File: src/rtl/uart_pkg.sv
// Shared UART definitions: data width, default bit timing, receiver states.
// Imported by the receive path and the FIFO it feeds.
package uart_pkg;

  localparam int UART_DATA_W      = 8;
  localparam int DEF_CLKS_PER_BIT = 10416;

  typedef enum logic [1:0] {
    IDLE,
    START,
    DATA,
    STOP
  } rx_state_e;

endpackage

File: src/rtl/byte_fifo.sv
// Synchronous first-word-fall-through FIFO with occupancy count.
// A push into a full FIFO is accepted only when a pop retires the head.
module byte_fifo #(
  parameter int W     = 8,
  parameter int DEPTH = 16
) (
  input  logic                     clk,
  input  logic                     rst_n,
  input  logic                     push_i,
  input  logic [W-1:0]             din_i,
  input  logic                     pop_i,
  output logic [W-1:0]             dout_o,
  output logic                     full_o,
  output logic                     empty_o,
  output logic [$clog2(DEPTH):0]   count_o
);

  localparam int AW = $clog2(DEPTH);

  if (DEPTH < 2 || (1 << AW) != DEPTH) begin : g_bad_depth
    $error("byte_fifo: DEPTH must be a power of 2 and >= 2");
  end

  logic [W-1:0]  mem_q [DEPTH];
  logic [AW-1:0] wptr_q;
  logic [AW-1:0] rptr_q;
  logic [AW:0]   cnt_q;
  logic [AW:0]   cnt_d;
  logic          full;
  logic          empty;
  logic          do_push;
  logic          do_pop;

  assign full    = (cnt_q == (AW+1)'(DEPTH));
  assign empty   = (cnt_q == '0);
  assign do_pop  = pop_i && !empty;
  assign do_push = push_i && (!full || do_pop);

  always_comb begin
    cnt_d = cnt_q;
    unique case ({do_push, do_pop})
      2'b10:   cnt_d = cnt_q + 1'b1;
      2'b01:   cnt_d = cnt_q - 1'b1;
      default: cnt_d = cnt_q;
    endcase
  end

  always_ff @(posedge clk or negedge rst_n) begin
    if (!rst_n) begin
      wptr_q <= '0;
      rptr_q <= '0;
      cnt_q  <= '0;
    end else begin
      cnt_q <= cnt_d;
      if (do_push) wptr_q <= wptr_q + 1'b1;
      if (do_pop)  rptr_q <= rptr_q + 1'b1;
    end
  end

  always_ff @(posedge clk) begin
    if (do_push) mem_q[wptr_q] <= din_i;
  end

  // Masked so the head reads zero whenever nothing is queued.
  assign dout_o  = empty ? '0 : mem_q[rptr_q];
  assign full_o  = full;
  assign empty_o = empty;
  assign count_o = cnt_q;

endmodule

File: src/rtl/uart_rx_buffered.sv
// 8N1 UART receiver with mid-bit sampling feeding a FWFT byte FIFO.
// Framing errors and overruns are reported as one-cycle pulses.
module uart_rx_buffered
  import uart_pkg::*;
#(
  parameter int CLKS_PER_BIT = DEF_CLKS_PER_BIT,
  parameter int FIFO_DEPTH   = 16
) (
  input  logic                        CLK,
  input  logic                        RST,
  input  logic                        UART_RXD,
  output logic [UART_DATA_W-1:0]      RX_DAT,
  output logic                        RX_VALID,
  input  logic                        RX_READY,
  output logic [$clog2(FIFO_DEPTH):0] RX_COUNT,
  output logic                        FRAME_ERR,
  output logic                        OVERRUN
);

  localparam int CW = $clog2(CLKS_PER_BIT);

  if (CLKS_PER_BIT < 8) begin : g_bad_cpb
    $error("uart_rx_buffered: CLKS_PER_BIT must be >= 8");
  end

  localparam logic [CW-1:0] HALF = CW'(CLKS_PER_BIT / 2 - 1);
  localparam logic [CW-1:0] LAST = CW'(CLKS_PER_BIT - 1);

  rx_state_e              state_q;
  logic [2:0]             sync_q;
  logic [CW-1:0]          cnt_q;
  logic [2:0]             bit_q;
  logic [UART_DATA_W-1:0] shf_q;
  logic                   ferr_q;
  logic                   ovr_q;

  logic                   line;
  logic                   fall;
  logic                   half;
  logic                   wrap;
  logic                   push;
  logic                   fifo_full;
  logic                   fifo_empty;

  // sync_q[1] is the synchronised line, sync_q[2] its previous value.
  always_ff @(posedge CLK or negedge RST) begin
    if (!RST) begin
      sync_q <= 3'b111;
    end else begin
      sync_q <= {sync_q[1:0], UART_RXD};
    end
  end

  assign line = sync_q[1];
  assign fall = sync_q[2] && !sync_q[1];
  assign half = (cnt_q == HALF);
  assign wrap = (cnt_q == LAST);
  assign push = (state_q == STOP) && wrap && line;

  always_ff @(posedge CLK or negedge RST) begin
    if (!RST) begin
      state_q <= IDLE;
      cnt_q   <= '0;
      bit_q   <= '0;
      shf_q   <= '0;
      ferr_q  <= 1'b0;
      ovr_q   <= 1'b0;
    end else begin
      ferr_q <= 1'b0;
      ovr_q  <= 1'b0;
      unique case (state_q)
        IDLE: begin
          if (fall) begin
            cnt_q   <= '0;
            state_q <= START;
          end
        end
        START: begin
          if (half) begin
            cnt_q   <= '0;
            bit_q   <= '0;
            state_q <= line ? IDLE : DATA;
          end else begin
            cnt_q <= cnt_q + 1'b1;
          end
        end
        DATA: begin
          if (wrap) begin
            cnt_q <= '0;
            shf_q <= {line, shf_q[UART_DATA_W-1:1]};
            bit_q <= bit_q + 1'b1;
            if (bit_q == 3'd7) state_q <= STOP;
          end else begin
            cnt_q <= cnt_q + 1'b1;
          end
        end
        STOP: begin
          if (wrap) begin
            cnt_q   <= '0;
            state_q <= IDLE;
            // A full FIFO still takes the byte if the head leaves now.
            if (line) ovr_q  <= fifo_full && !RX_READY;
            else      ferr_q <= 1'b1;
          end else begin
            cnt_q <= cnt_q + 1'b1;
          end
        end
        default: state_q <= IDLE;
      endcase
    end
  end

  byte_fifo #(
    .W     (UART_DATA_W),
    .DEPTH (FIFO_DEPTH)
  ) u_fifo (
    .clk     (CLK),
    .rst_n   (RST),
    .push_i  (push),
    .din_i   (shf_q),
    .pop_i   (RX_READY),
    .dout_o  (RX_DAT),
    .full_o  (fifo_full),
    .empty_o (fifo_empty),
    .count_o (RX_COUNT)
  );

  assign RX_VALID  = !fifo_empty;
  assign FRAME_ERR = ferr_q;
  assign OVERRUN   = ovr_q;

endmodule
File: config.mk
export PLATFORM = sky130hd
export DESIGN_NAME = uart_rx_buffered
export DESIGN_NICKNAME = d
export VERILOG_FILES = /design/src/rtl/uart_pkg.sv /design/src/rtl/byte_fifo.sv /design/src/rtl/uart_rx_buffered.sv
export SDC_FILE = /design/constraint.sdc
export NUM_CORES = 1
export LEC_CHECK = 0
export BUFFER_PORTS_ARGS = -buffer_cell sky130_fd_sc_hd__buf_2
export CAP_MARGIN = 25
export CELL_PAD_IN_SITES_DETAIL_PLACEMENT = 0
export CELL_PAD_IN_SITES_GLOBAL_PLACEMENT = 1
export CORE_MARGIN = 5
export CORE_UTILIZATION = 40
export CTS_BUF_LIST = sky130_fd_sc_hd__clkbuf_4 sky130_fd_sc_hd__clkbuf_8
export CTS_CLUSTER_DIAMETER = 120
export DETAILED_ROUTE_END_ITERATION = 10
export PLACE_DENSITY = 0.6
export SLEW_MARGIN = 20
export SYNTH_ARGS = -nofsm -noshare
export SYNTH_HDL_FRONTEND = slang
export SYNTH_SLANG_ARGS = --single-unit
File: constraint.sdc
create_clock -name CLK -period 3.15 [get_ports CLK]
set_input_delay 0.63 -clock CLK [delete_from_list [all_inputs] [get_ports CLK]]
set_output_delay 0.63 -clock CLK [all_outputs]
set_load 0.005 [all_outputs]
; ---- After elaboration in Yosys (flattened, before gate mapping)
; Memories as Yosys holds them, arrays and structs flattened.
; Cells that the tools add are included.
[classes]
mux = 24
reduce_logical = 19
n_eq_ne = 14
addsub = 6
[ops]
columns = cell, count
row1 = 2-to-1 mux 14 bit, 3
row2 = case mux 14 bit (3 select lines), 1
row3 = "adder 14 x 1 -> 14 bit, second input constant", 1
row4 = "equality test 14 x 13 -> 1 bit, second input constant", 1
row5 = "equality test 14 bit, second input constant", 1
row6 = 2-to-1 mux 2 bit, 6
row7 = "inequality test 2 bit, second input constant", 5
row8 = case mux 5 bit (2 select lines), 1
row9 = "adder 4 x 1 -> 4 bit, second input constant", 2
row10 = 2-to-1 mux 1 bit, 8
row11 = 2-to-1 mux 8 bit, 1
row12 = case mux 2 bit (4 select lines), 1
row13 = "equality test 2 bit, second input constant", 3
row14 = logical AND 1 bit, 6
row15 = 2-to-1 mux 3 bit, 2
row16 = case mux 3 bit (2 select lines), 1
row17 = "adder 5 x 1 -> 5 bit, second input constant", 1
row18 = "equality test 5 bit, second input constant", 1
row19 = logical NOT 5 bit, 1
row20 = AND reduction 5 bit, 1
row21 = "subtractor 5 x 1 -> 5 bit, second input constant", 1
row22 = "equality test 2 x 1 -> 1 bit, second input constant", 2
row23 = logical NOT 1 bit, 4
row24 = nonzero test 2 bit, 2
row25 = 7 further kinds, 7
[word_totals]
regBits = 45
word_cells = 74
memories = 1
ramBits = 128
[memory_table]
columns = name, depth, width, rd, rd_clocked_by_memory_dff, write_ports, line_no
row1 = u_fifo.mem_q, 16, 8, 1, 0, 1, byte_fifo.sv:24  ; logic [W-1:0] mem_q [DEPTH];

; ---- Longest topological paths before layout
[logic_depth]
depth_word = 7
ltp_mapped = 10

; ---- Hierarchy
; Synthesis repeated with hierarchy kept, for this count alone.
[unflattened]
hier_cells = 441
area_unflattened_um2 = 7390.8
[modules_own_cells]
columns = module, area_per_inst_um2, n_inst, cells_each
row1 = byte_fifo, 5801.8, 1, 302
row2 = uart_rx_buffered, 1589.0, 1, 139

; ---- Least setup slack after synthesis
; Ideal clock, no wire load.
[synth_path]
path_type = register -> register
start = register cnt_q[4]
end = register u_fifo.cnt_q[4], in the netlist u_fifo.count_o[4]
stages_incl_launch_ff = 10
required_time_ps = 3071
arrival_ps = 2795
n_path_buf = 0
slack_ps = 276
cell_sequence = dfrtp_1 -> or4b_1 -> nor4_4 -> a21oi_1 -> xor2_1 -> ha_1 -> or3_2 -> a21oi_1 -> o2bb2ai_1 -> xor2_1
[synth_via]
elab_chain_cells = 6
[synth_lines]
columns = item, line_no
row1 = from (decl), uart_rx_buffered.sv:31  ; logic [CW-1:0] cnt_q;
row2 = from (signal assigned), uart_rx_buffered.sv:84  ; cnt_q <= cnt_q + 1'b1;
row3 = from (signal assigned), uart_rx_buffered.sv:94  ; cnt_q <= cnt_q + 1'b1;
row4 = from (signal assigned), uart_rx_buffered.sv:105  ; cnt_q <= cnt_q + 1'b1;
row5 = equality test 14 bit *, uart_rx_buffered.sv:57  ; assign wrap = (cnt_q == LAST);
row6 = logical AND 1 bit * (2 in series), uart_rx_buffered.sv:58  ; assign push = (state_q == STOP) && wrap && line;
row7 = logical AND 1 bit *, byte_fifo.sv:37  ; assign do_push = push_i && (!full || do_pop);
row8 = equality test 2 x 1 -> 1 bit or equality test 2 bit (tied branches), byte_fifo.sv:41  ; unique case ({do_push, do_pop})
row9 = case mux 5 bit (2 select lines) or nonzero test 2 bit (tied branches), n/a
row10 = to (signal assigned), byte_fifo.sv:54  ; cnt_q <= cnt_d;
row11 = to (decl), byte_fifo.sv:27  ; logic [AW:0] cnt_q;
; Mark *: on every way between the ends. The rest lies on a longest branch, timed or not.
; A chain may end at the register's enable or synchronous reset.

; ---- Worst setup path after layout
[layout_path]
start = register u_fifo.rptr_q[0]
end = output RX_DAT[7]
[layout_via]
elab_chain_cells = 2
[layout_lines]
columns = item, line_no
row1 = from (decl), byte_fifo.sv:26  ; logic [AW-1:0] rptr_q;
row2 = from (signal assigned), byte_fifo.sv:56  ; if (do_pop) rptr_q <= rptr_q + 1'b1;
row3 = memory read (16 x 8 bit), n/a
row4 = 2-to-1 mux 8 bit, byte_fifo.sv:65  ; assign dout_o = empty ? '0 : mem_q[rptr_q];
row5 = to (decl), uart_rx_buffered.sv:12  ; output logic [UART_DATA_W-1:0] RX_DAT,
; Every way passes these cells.

==> results_dict.tcl <==
set metrics [dict create \
    reg2reg_depth 9 \
    mostFrequentLayoutCells "edfxtp_1, dfrtp_1, mux4_2" \
    synth-async-reset-ratio_pct 26.0 \
    drt_iter0_drc 176 \
    synth_xor_area_share_pct 1.68 \
    ys.flop_type "edfxtp_1" \
    max_stage_delay_ns 0.55 \
    maxCapViolCount 0 \
    initial_utilization_pct 40.6 \
    gp_congestion 0.756 \
    grt_max_degree 46 \
    cts.htree.levels 4 \
    startpoint_type "flip-flop" \
    maxSlewViolCount 0 \
    status "completed" \
    dieArea_um2 21000 \
    n_antenna_cell 0 \
    drt-wirelength-per-cell_um 20.4 \
    core-area_um2 18000 \
    clock_sinks 173 \
    syn_nets 434 \
    cts.clk_slew.worst_paths_ns 0.09 \
    grt_pass1_wl_mm 22.5 \
    crit_family "multiplexers" \
    cp.arrival_ns 2.46 \
    finalSetupTns_ns 0 \
    antenna_found_initial 0 \
    finalClockSkew_ns 0.0150 \
    critPathKind "reg -> out" \
    drive_above_1_share_pct 29.6 \
    hold_violations 0 \
    cp-end-kind "primary output" \
    yosysWarnings 0 \
    hold_class "in -> async" \
    nets 478 \
    synth_fa_ha_area_share_pct 1.72 \
    totalWireLength_mm 14.4 \
    antenna_left 0 \
    ff2ff_setup_slack_ns 0.24 \
    synth_top_family_by_area "multiplexers" \
    placed_area_um2 7720 \
    area_growth_pct 13.2 \
    fin_crit_sh_pct 98.1 \
    cp_slowest_cell "mux4_2" \
    synth_edf_count 128 \
    tightest_slew_ns 0.701 \
    finalNonFillerCells 706 \
    viasPerCell 5.26 \
    grt_pass1_vias 3901 \
    fin_area_um2 8250 \
    vdd_drop_max_mv 0.303 \
    cts-root-buf "clkbuf_8" \
    clock_path_buffers 2 \
    route.detailed.drc 0 \
    slew_headroom_pct 52.8 \
    yosysTopAreaCellShare_pct 52.8 \
    final_common_cell "edfxtp_1" \
    r2r-start "cnt_q[4]" \
    critPathBufInv 3 \
    clk_latency_ns 0.45 \
    whs_ns 0.180 \
    leakage_nw 3.31 \
    grt_overflow_total 0 \
    route.vias.total 3717 \
    fp.dieW_um 145 \
    syn-cell-area_um2 7280 \
    cts_tree "built" \
    num_io_pins 20 \
    synth.mux.area_fraction_pct 14.4 \
    critical_path_required_ns 2.52 \
    rows 49 \
    power.density_nw_per_um2 505 \
    startpoint "u_fifo.rptr_q[0]" \
    ys_ff_latch 173 \
    synth_area_leaders "edfxtp_1, dfrtp_1, mux4_2" \
    rr_endpoint "u_fifo.count_o[4]" \
    max_freq_mhz 324 \
    cts_made_buffers 17 \
    dpl.hpwl_mm 9.11 \
    crit_path_end "RX_DAT[7]" \
    synthSimpleGateAreaFrac_pct 8.49 \
    setup_viol 0 \
    port_buffers 19 \
    fin_crit_ns 3.09 \
    rsz0062_at_grt "true" \
    dp.cells 665 \
    cp.depth 6 \
    yosysSeqAreaShare_pct 68.3 \
    crit_top_cell "mux4_2" \
    syn_inst 420 \
    die_h_um 145 \
    grtUsageTotal_pct 13.8 \
    ys_types 54 \
    synth-compound-area-share_pct 3.78 \
    syn_avg_cell_area_um2 17.3 \
    path_cells "buf_6 -> clkbuf_16 -> mux4_2 -> mux4_2 -> nor2b_1 -> buf_2" \
    path_max_fanout 4 \
    synth_top_area_cell "edfxtp_1" \
    first_pass_iters 5 \
]
## sequential cells by signal, summed over array words and instances (netlist names), named ones only
name,count
u_fifo.rptr_q,4
bit_q,3
OVERRUN,1
u_fifo.mem_q,128
state_q,1
cnt_q,14
shf_q,8
FRAME_ERR,1
sync_q,3
u_fifo.count_o,5
u_fifo.wptr_q,4
## worst min-delay path by stage
stage / from / end / depth (start not counted)
6_report: RST / u_fifo.rptr_q[1] / 1
5_1_grt: RST / u_fifo.rptr_q[1] / 1
4_1_cts: UART_RXD / sync_q[0] / 1
3_5_place_dp: sync_q[0] / sync_q[1] / 0
3_3_place_gp: sync_q[0] / sync_q[1] / 0
2_1_floorplan: RST / FRAME_ERR / 0
## metal layers
metal	GRT usage (%)	share of wire [%]
met1	18.8	47
met2	22.5	50
met3	3.34	2.7
met4	3.58	0.70
met5	0	0
## power by group
| group | switching (mW) | internal (mW) | leakage, nW | total [mW] |
|---|---|---|---|---|
| sequential | 0.0950 | 2.48 | 2.07 | 2.57 |
| combinational | 0.0839 | 0.0919 | 1.05 | 0.176 |
| clock | 0.787 | 0.632 | 0.180 | 1.42 |
| total | 0.966 | 3.20 | 3.31 | 4.17 |
## synth_stat cells, types with 3 or more instances
master	count
nand3_1	9
dfstp_2	3
buf_1	3
buf_2	4
dfrtp_1	42
nor2b_1	10
nand4_1	5
mux2_2	9
and2_1	13
a31oi_1	7
a21oi_1	9
inv_1	8
xor2_1	4
nand2_1	22
mux4_2	40
o21ai_0	6
clkbuf_1	9
nor2_1	7
nand2b_1	4
edfxtp_1	128
nor3_1	4
ha_1	10
a22o_1	6
nor3b_1	6
and3_1	6
xnor2_1	10
## logic make-up (layout without fill, tap and decap cells)
kind of cell,Yosys count,count (layout)
muxes,53,53
DFF,173,173
buffers and inverters,26,83
xor gates and xnor gates,14,14
and+or+nand+nor,103,103
adders and majority gates,10,10
AOI/OAI and AO/OA,41,41
## cell type report
cell class                 instances  area, um^2
multi-input combinational        221        2190
clock buffer                      18         241
sequential                       173        4970
timing repair buffer              43         403
fill                            1574        9710
clock inverter                    14         120
inverter                           8        30.0
tap                              229         287
## repair_timing
| item | CTS | global route |
|---|---|---|
| setup buffers | 2 | 2 |
| setup endpoints to repair | 5 | 8 |
| resized for setup | 1 | 3 |
| gates cloned | 2 | 3 |
| hold buffers | 0 | 0 |
## worst register-to-register path, delay by kind of cell, from the launching register on
family	cells	cell delay, ns
AOI/OAI and AO/OA	3	0.48
adders and majority gates	1	0.24
DFF	1	0.48
xor gates and xnor gates	2	0.33
and+or+nand+nor	3	1.31
## metrics by stage
stage,setup slack [ns],utilization [%],power [mW]
final,0.0603,45.9,4.17
after global routing,-0.0128,45.9,4.34
after CTS,0.0110,45.4,4.22
after detailed placement,0.270,43.0,2.80
after global placement,0.308,43.0,2.79
after floorplan,0.276,-,2.74
No activity file was read; power rests on OpenSTA's default activity.
